[config.mk]
export PLATFORM = sky130hd
export DESIGN_NAME = rename_regfile_flat
export DESIGN_NICKNAME = d
export VERILOG_FILES = /design/src/rtl/rename_regfile_if.sv /design/src/rtl/rename_regfile.sv /design/src/flat_wrapper.sv
export SDC_FILE = /design/constraint.sdc
export NUM_CORES = 2
export LEC_CHECK = 0
export ABC_AREA = 0
export ABC_CLOCK_PERIOD_IN_PS = 25700
export CAP_MARGIN = 15
export CORE_UTILIZATION = 40
export DETAILED_ROUTE_END_ITERATION = 8
export RECOVER_POWER = 100
export SLEW_MARGIN = 20
export SYNTH_ARGS = -nofsm -noshare
export SYNTH_HDL_FRONTEND = slang
export SYNTH_SLANG_ARGS = --single-unit
[constraint.sdc]
create_clock -name clk -period 25.7 [get_ports clk]
set_input_delay 7.71 -clock clk [delete_from_list [all_inputs] [get_ports clk]]
set_output_delay 7.71 -clock clk [all_outputs]
set_load 0.02 [all_outputs]
[src/rtl/rename_regfile_if.sv]
// Decoder/ROB-facing bus of the rename register file: rename, commit,
// misbranch flush and the two source-operand read ports.
interface rename_regfile_if #(
   parameter int REG_NUM = 32,
   parameter int DATA_W  = 32,
   parameter int TAG_W   = 4
);
   localparam int IDX_W = $clog2(REG_NUM);

   logic [IDX_W-1:0]  in_rename_reg;
   logic [TAG_W-1:0]  in_rename_tag;
   logic [IDX_W-1:0]  in_commit_reg;
   logic [TAG_W-1:0]  in_commit_rob_tag;
   logic [DATA_W-1:0] in_commit_value;
   logic              in_misbranch;
   logic [IDX_W-1:0]  in_rs1;
   logic [IDX_W-1:0]  in_rs2;
   logic [DATA_W-1:0] out_value1;
   logic [DATA_W-1:0] out_value2;
   logic [TAG_W-1:0]  out_tag1;
   logic [TAG_W-1:0]  out_tag2;
   logic [5:0]        out_pending_cnt;

   modport master (
      output in_rename_reg, in_rename_tag, in_commit_reg, in_commit_rob_tag,
             in_commit_value, in_misbranch, in_rs1, in_rs2,
      input  out_value1, out_value2, out_tag1, out_tag2, out_pending_cnt
   );

   modport slave (
      input  in_rename_reg, in_rename_tag, in_commit_reg, in_commit_rob_tag,
             in_commit_value, in_misbranch, in_rs1, in_rs2,
      output out_value1, out_value2, out_tag1, out_tag2, out_pending_cnt
   );
endinterface

[src/rtl/rename_regfile.sv]
// Architectural register file with per-register rename tags for the OoO core.
// Define REGFILE_BYPASS_EN to forward a same-cycle matching commit to the read ports.
module rename_regfile #(
   parameter int REG_NUM = 32,
   parameter int DATA_W  = 32,
   parameter int TAG_W   = 4
) (
   input logic            clk,
   input logic            rst,
   rename_regfile_if.slave bus
);
   localparam int IDX_W = $clog2(REG_NUM);

   logic [DATA_W-1:0] value_q [REG_NUM];
   logic [TAG_W-1:0]  tag_q   [REG_NUM];
   logic [TAG_W-1:0]  tag_d   [REG_NUM];
   logic [5:0]        cnt_q;
   logic [5:0]        cnt_d;
   logic              rename_en;
   logic              commit_en;

   // A flush drops any rename issued alongside it, but never the commit.
   assign rename_en = (bus.in_rename_reg != '0) && (bus.in_rename_tag != '0) && !bus.in_misbranch;
   assign commit_en = (bus.in_commit_reg != '0);

   // Rename overrides a same-cycle commit so a younger producer is never lost.
   always_comb begin
      cnt_d = '0;
      for (int i = 0; i < REG_NUM; i++) begin
         tag_d[i] = tag_q[i];
         if (bus.in_misbranch) begin
            tag_d[i] = '0;
         end else begin
            if (commit_en && (IDX_W'(i) == bus.in_commit_reg) && (tag_q[i] == bus.in_commit_rob_tag))
               tag_d[i] = '0;
            if (rename_en && (IDX_W'(i) == bus.in_rename_reg))
               tag_d[i] = bus.in_rename_tag;
         end
         if (tag_d[i] != '0)
            cnt_d = cnt_d + 6'd1;
      end
   end

   always_ff @(posedge clk or negedge rst) begin
      if (!rst) begin
         for (int i = 0; i < REG_NUM; i++) begin
            value_q[i] <= '0;
            tag_q[i]   <= '0;
         end
         cnt_q <= '0;
      end else begin
         for (int i = 0; i < REG_NUM; i++)
            tag_q[i] <= tag_d[i];
         if (commit_en)
            value_q[bus.in_commit_reg] <= bus.in_commit_value;
         cnt_q <= cnt_d;
      end
   end

   function automatic logic [TAG_W+DATA_W-1:0] lookup(input logic [IDX_W-1:0] rs);
      logic [TAG_W+DATA_W-1:0] r;
      r = {tag_q[rs], value_q[rs]};
      if (rs == '0)
         r = '0;
`ifdef REGFILE_BYPASS_EN
      else if (commit_en && (rs == bus.in_commit_reg) && (tag_q[rs] == bus.in_commit_rob_tag))
         r = {{TAG_W{1'b0}}, bus.in_commit_value};
`else
      else
         r = {tag_q[rs], value_q[rs]};
`endif
      return r;
   endfunction

   assign {bus.out_tag1, bus.out_value1} = lookup(bus.in_rs1);
   assign {bus.out_tag2, bus.out_value2} = lookup(bus.in_rs2);
   assign bus.out_pending_cnt = cnt_q;
endmodule

[src/flat_wrapper.sv]
// flat-port wrapper written by rule: the top's interface ports become plain ports
module rename_regfile_flat 
#(
   parameter int REG_NUM = 32,
   parameter int DATA_W  = 32,
   parameter int TAG_W   = 4
)
  (clk, rst, bus_in_rename_reg, bus_in_rename_tag, bus_in_commit_reg, bus_in_commit_rob_tag, bus_in_commit_value, bus_in_misbranch, bus_in_rs1, bus_in_rs2, bus_out_value1, bus_out_value2, bus_out_tag1, bus_out_tag2, bus_out_pending_cnt);
  rename_regfile_if #(.REG_NUM(REG_NUM), .DATA_W(DATA_W), .TAG_W(TAG_W)) bus_i ();
  input logic clk;
  input logic rst;
  input wire logic [$bits(bus_i.in_rename_reg)-1:0] bus_in_rename_reg;
  input wire logic [$bits(bus_i.in_rename_tag)-1:0] bus_in_rename_tag;
  input wire logic [$bits(bus_i.in_commit_reg)-1:0] bus_in_commit_reg;
  input wire logic [$bits(bus_i.in_commit_rob_tag)-1:0] bus_in_commit_rob_tag;
  input wire logic [$bits(bus_i.in_commit_value)-1:0] bus_in_commit_value;
  input wire logic [$bits(bus_i.in_misbranch)-1:0] bus_in_misbranch;
  input wire logic [$bits(bus_i.in_rs1)-1:0] bus_in_rs1;
  input wire logic [$bits(bus_i.in_rs2)-1:0] bus_in_rs2;
  output wire logic [$bits(bus_i.out_value1)-1:0] bus_out_value1;
  output wire logic [$bits(bus_i.out_value2)-1:0] bus_out_value2;
  output wire logic [$bits(bus_i.out_tag1)-1:0] bus_out_tag1;
  output wire logic [$bits(bus_i.out_tag2)-1:0] bus_out_tag2;
  output wire logic [$bits(bus_i.out_pending_cnt)-1:0] bus_out_pending_cnt;
  assign bus_i.in_rename_reg = bus_in_rename_reg;
  assign bus_i.in_rename_tag = bus_in_rename_tag;
  assign bus_i.in_commit_reg = bus_in_commit_reg;
  assign bus_i.in_commit_rob_tag = bus_in_commit_rob_tag;
  assign bus_i.in_commit_value = bus_in_commit_value;
  assign bus_i.in_misbranch = bus_in_misbranch;
  assign bus_i.in_rs1 = bus_in_rs1;
  assign bus_i.in_rs2 = bus_in_rs2;
  assign bus_out_value1 = bus_i.out_value1;
  assign bus_out_value2 = bus_i.out_value2;
  assign bus_out_tag1 = bus_i.out_tag1;
  assign bus_out_tag2 = bus_i.out_tag2;
  assign bus_out_pending_cnt = bus_i.out_pending_cnt;
  rename_regfile #(.REG_NUM(REG_NUM), .DATA_W(DATA_W), .TAG_W(TAG_W)) u_core (.clk(clk), .rst(rst), .bus(bus_i));
endmodule
# Word-level counts from Yosys, hierarchy flattened
# Cells that the tools add are included.
[op_classes] add_sub_neg=31 magnitude_cmp=4 eq_ne=94 muxes=145 bitwise_logic=3 reduce_logical=139
[op_table] operator="$bwmux W1024" n=1
[op_table] operator="$mux W4" n=100
[op_table] operator="$bmux W32 S5" n=2
[op_table] operator="$mux W6" n=31
[op_table] operator="$add A6 B1 Y6 const B" n=30
[op_table] operator="$demux W32 S5" n=1
[op_table] operator="$eq A5 B5 Y1 const A" n=32
[op_table] operator="$mux W32" n=5
[op_table] operator="$reduce_bool A4 Y1" n=33
[op_table] operator="$eq A4 B4 Y1" n=32
[op_table] operator="$logic_and A1 B1 Y1" n=99
[op_table] operator="$eq A4 B5 Y1 const A" n=16
[op_table] operator="$mux W36" n=2
[op_table] operator="$bmux W4 S5" n=2
[op_table] operator="$eq A3 B5 Y1 const A" n=8
[op_table] operator="$eq A2 B5 Y1 const A" n=4
[op_table] operator="$logic_not A5 Y1" n=4
[op_table] operator="$ge A6 B6 Y1 const B" n=3
[op_table] operator="$not A5 Y6" n=3
[op_table] operator="$eq A1 B5 Y1 const A" n=2
[op_table] operator="$reduce_bool A5 Y1" n=2
[op_table] operator="$lt A6 B1 Y1 const B" n=1
[op_table] operator="$add A1 B1 Y2 const B" n=1
[op_table] operator="$logic_not A1 Y1" n=1
[op_table] operator="$mux W1" n=1
[word_totals] ff_bits=1158 input_bits=63 output_inout_bits=78 elab_cells=481

# Longest topological paths before layout
[logic_depth] depth_word=70 mapped_depth=117 ltp_nobuf=111

# Least setup slack after synthesis
# OpenSTA, ideal clock, no wires.
[synth_timing] path_type="input-to-reg" from="input port bus_in_misbranch" to="register u_core.cnt_q[5] (netlist: u_core.bus.out_pending_cnt[5])" arrival_time_ps=28956 required_ps=25575 slack_ps=-3381 cell_stages=116 path_buffers=10 cell_sequence="buf_2 clkbuf_1 clkbuf_1 clkbuf_1 clkbuf_1 buf_1 clkbuf_1 buf_1 clkbuf_1 nor2b_1 nor4_1 inv_1 ha_1 inv_1 or2_2 a21boi_0 ha_1 and2_1 [80 not listed] ha_1 nand2_1 o21ai_0 ha_1 mux2_2 ha_1 nand2b_1 xnor2_1 xnor2_1 xnor2_1 nor2b_1 nand2_1 nand2_1 a31o_2 nand2_1 o22ai_1 mux2i_1 xnor2_1"
[synth_lines] item="start, declared" line_no="flat_wrapper.sv:17" text="input wire logic [$bits(bus_i.in_misbranch)-1:0] bus_in_misbranch;"
[synth_lines] item="end signal, assigned" line_no="rename_regfile.sv:56" text="cnt_q <= cnt_d;"
[synth_lines] item="end, declared" line_no="rename_regfile.sv:17" text="logic [5:0] cnt_q;"

==> metrics.csv <==
metric;value;unit
Worst Skew;0.01296;ns
std cell rows;150;
LEAKAGE;31.62;nW
worst-margin pin slew;5.230;ns
drc violations;0;
Slew headroom;-248.7;%
Non-Filler Instances;7136;
DRT antenna net count;0;
hpwl dp;118600;um
Worst EP arrival;26.52;ns
pwr/cell area;75.63;nW/um2
Top FF cell, synth;dfrtp_1;
CP Capture Type;flop;
initial DRC count;3729;
hold_buf cts;0;
CP max stage cell;or4_4;
sequential share of power;41.6;%
number of port buffers;140;
total nets after synthesis;4832;
hold endpoint;u_core.value_q[1007]$_DFFE_PN0P_;
Switching Fraction;28.04;%
share of post-route cells with drive strength above 1;49.08;%
io pins;141;
core area;167800;um2
sequential area share after synthesis;42.68;%
Worst-Skew Late Latency;0.77;ns
Syn Area/Cell;14.33;um2
Final Slew Violations;91;
Cell Area, Synth;67890;um2
largest net degree at the start of global routing;99;
total global-route track usage;24.69;%
Worst EP required;26.34;ns
most frequent CP cell;ha_4;
Hold Path Stages;0;
fin worst setup slack;-0.1788;ns
Max Freq;38.64;MHz
FF-to-FF End;u_core.bus.out_pending_cnt[5]$_DFF_PN0_;
hold wc startpoint;u_core.value_q[1007]$_DFFE_PN0P_;
Final period util;100.7;%
Post-synth EDFFs;0;
Startpoint Class;input port;
R2R depth;106;
antenna violations before repair;12;
FF-to-FF Start;u_core.tag_q[122]$_DFF_PN0_;
global placement routability congestion;0.8781;
final core utilization;46.36;%
failing checks;capacitance limit, slew limit, setup timing;
vias in the first global route;45960;
routed wire length;209200;um
synth unique cells;96;
worst-path maximum fanout;4;
TritonCTS buffer count;133;
Root Buffer;clkbuf_16;
drt wl/cell;29.31;um
Pint;0.004234;W
via count;44250;
total gr overflow;0;
vias per cell;6.200;
CP max stage delay;0.58;ns
Clock Path Buffers;3;
CTS tree;yes;
DIE WIDTH;414.0;um
FFs w/ async S/R, synth;100.0;%
number of fill cells;14720;
Clk pwr share;33.0;%
Layout area overhead;14.58;%
fin nets;4922;
clock-pin slew on the worst setup and hold paths;0.06;ns
htree depth;4;
Clock Sinks;1158;
dpl cells;6838;
Final Setup Violations;1;
Min-Delay Path Class;reg -> reg;
status;finished with violations;
Final Hold Violating Endpoints;0;
Syn. warnings;0;
worst vdd ir;0.00006696;V
gate count of the mapped netlist;4738;
Combinational Power Share;25.4;%
starting density of the core;40.46;%
Max Cap Viol;1;
register area;28980;um2
flops & latches, synth;1158;
Crit Path Class;in -> reg;
DRT Pass-1 Iters;6;
flop2flop setup slack;6.43;ns
unrepaired setup endpoints after global routing;true;
first-pass GRT wire length;311900;um
area of the multi-input gates;37990;um2
die area;171400;um2
fin crit period;25.88;ns
Vert. Die Dim;414.0;um
P_sw;0.001650;W
## layer usage
| metal | global-route usage [%] | share of wire [%] | vias to the layer above |
|---|---|---|---|
| met5 | 0 | 0.033 | - |
| met4 | 8.722 | 3.5 | 14 |
| met3 | 4.293 | 6.3 | 391 |
| met2 | 40.24 | 49 | 1651 |
| met1 | 33.24 | 42 | 23800 |
| li1 | - | - | 18390 |
## final cells by class
class                           count  share of cell area (%)
Multi-Input combinational cell   3089                   48.83
Sequential cell                  1158                   37.25
Clock buffer                      187                   4.811
Timing Repair Buffer              418                   4.523
Tap cell                         2204                   3.545
Clock inverter                     51                  0.9007
Inverter                           28                  0.1351
Antenna cell                        1                0.003217
## cell usage after synthesis, types with 31 or more instances
library cell | count | area, um2
a21oi_1 | 86 | 430.4
a22oi_1 | 49 | 367.9
buf_1 | 106 | 397.9
clkbuf_1 | 341 | 1280
dfrtp_1 | 1158 | 28980
ha_1 | 31 | 387.9
mux2_2 | 1003 | 11290
mux2i_1 | 89 | 890.9
mux4_2 | 720 | 16220
nand2_1 | 132 | 495.5
nand3_1 | 71 | 355.3
nor2_1 | 242 | 908.4
nor4_1 | 37 | 231.5
xnor2_1 | 116 | 1016
xor2_1 | 106 | 928.4
## through the flow
step	hold slack [ns]	setup TNS, ns	area (um2)	total power [W]	worst slack (ns)
CTS	0.3965	-0.2656	77520	0.005901	-0.1896
global route	0.4099	-2.228	77790	0.006154	-0.8838
global placement	0.3763	-7.467	72490	0.003872	-1.884
finish	0.3948	-0.1788	77790	0.005883	-0.1788
floorplan	0.4413	-3.989	68410	0.003474	-1.213
detailed placement	0.3827	-8.937	72520	0.003924	-2.199
## state kept, by name, indices dropped and copies added (netlist names)
register,cells
u_core.value_q,1024
u_core.bus.out_pending_cnt,6
u_core.tag_q,128
## critical path, delay by kind of cell
kind,cells,cell delay (ns)
adders and majority gates,26,6.59
xor gates and xnor gates,4,0.58
AOI/OAI and AO/OA,22,2.88
and+or+nand+nor,34,5.36
muxes,8,1.85
buffers and inverters,15,1.48
## what timing repair did
action,in CTS,in global routing
setup buffers,51,13
pin swaps,56,43
resized for setup,68,37
endpoints found under the setup margin,5,5
## cell families after synthesis
family                     after synthesis  synth area share, %
and+or+nand+nor                        692                5.079
adders and majority gates               33               0.6008
xor gates and xnor gates               259                4.045
muxes                                 1813                41.87
buffers and inverters                  491                2.753
DFF                                   1158                42.68
AOI/OAI and AO/OA                      292                2.974
## worst max-delay path by stage
stage	start	endpoint	cells after the start
floorplan	bus_in_commit_rob_tag[0]	u_core.bus.out_pending_cnt[5]$_DFF_PN0_	113
global placement	bus_in_commit_reg[0]	u_core.bus.out_pending_cnt[5]$_DFF_PN0_	111
detailed placement	bus_in_commit_reg[0]	u_core.bus.out_pending_cnt[5]$_DFF_PN0_	111
CTS	bus_in_commit_reg[1]	u_core.bus.out_pending_cnt[5]$_DFF_PN0_	111
global route	bus_in_commit_reg[2]	u_core.bus.out_pending_cnt[5]$_DFF_PN0_	111
finish	bus_in_commit_reg[2]	u_core.bus.out_pending_cnt[5]$_DFF_PN0_	109
## power by group through the flow
stage	sequential [W]	clock, W	combinational [W]
global placement	0.00244	0	0.00143
floorplan	0.00239	0	0.00109
global route	0.00250	0.00205	0.00160
detailed placement	0.00247	0	0.00145
finish	0.00245	0.00194	0.00149
CTS	0.00244	0.00198	0.00148
## cells in the final DEF (no fill, tap or decap), types with 103 or more instances in the layout
cell | Yosys | layout
dfrtp_1 | 1158 | 1158
clkdlybuf4s50_1 | 0 | 110
nand2_1 | 132 | 115
nor2_1 | 242 | 211
mux4_2 | 720 | 720
mux2_2 | 1003 | 996
xnor2_1 | 116 | 114
clkbuf_16 | 0 | 134
buf_4 | 0 | 276
xor2_1 | 106 | 103
(Power assumes the default switching activity.)
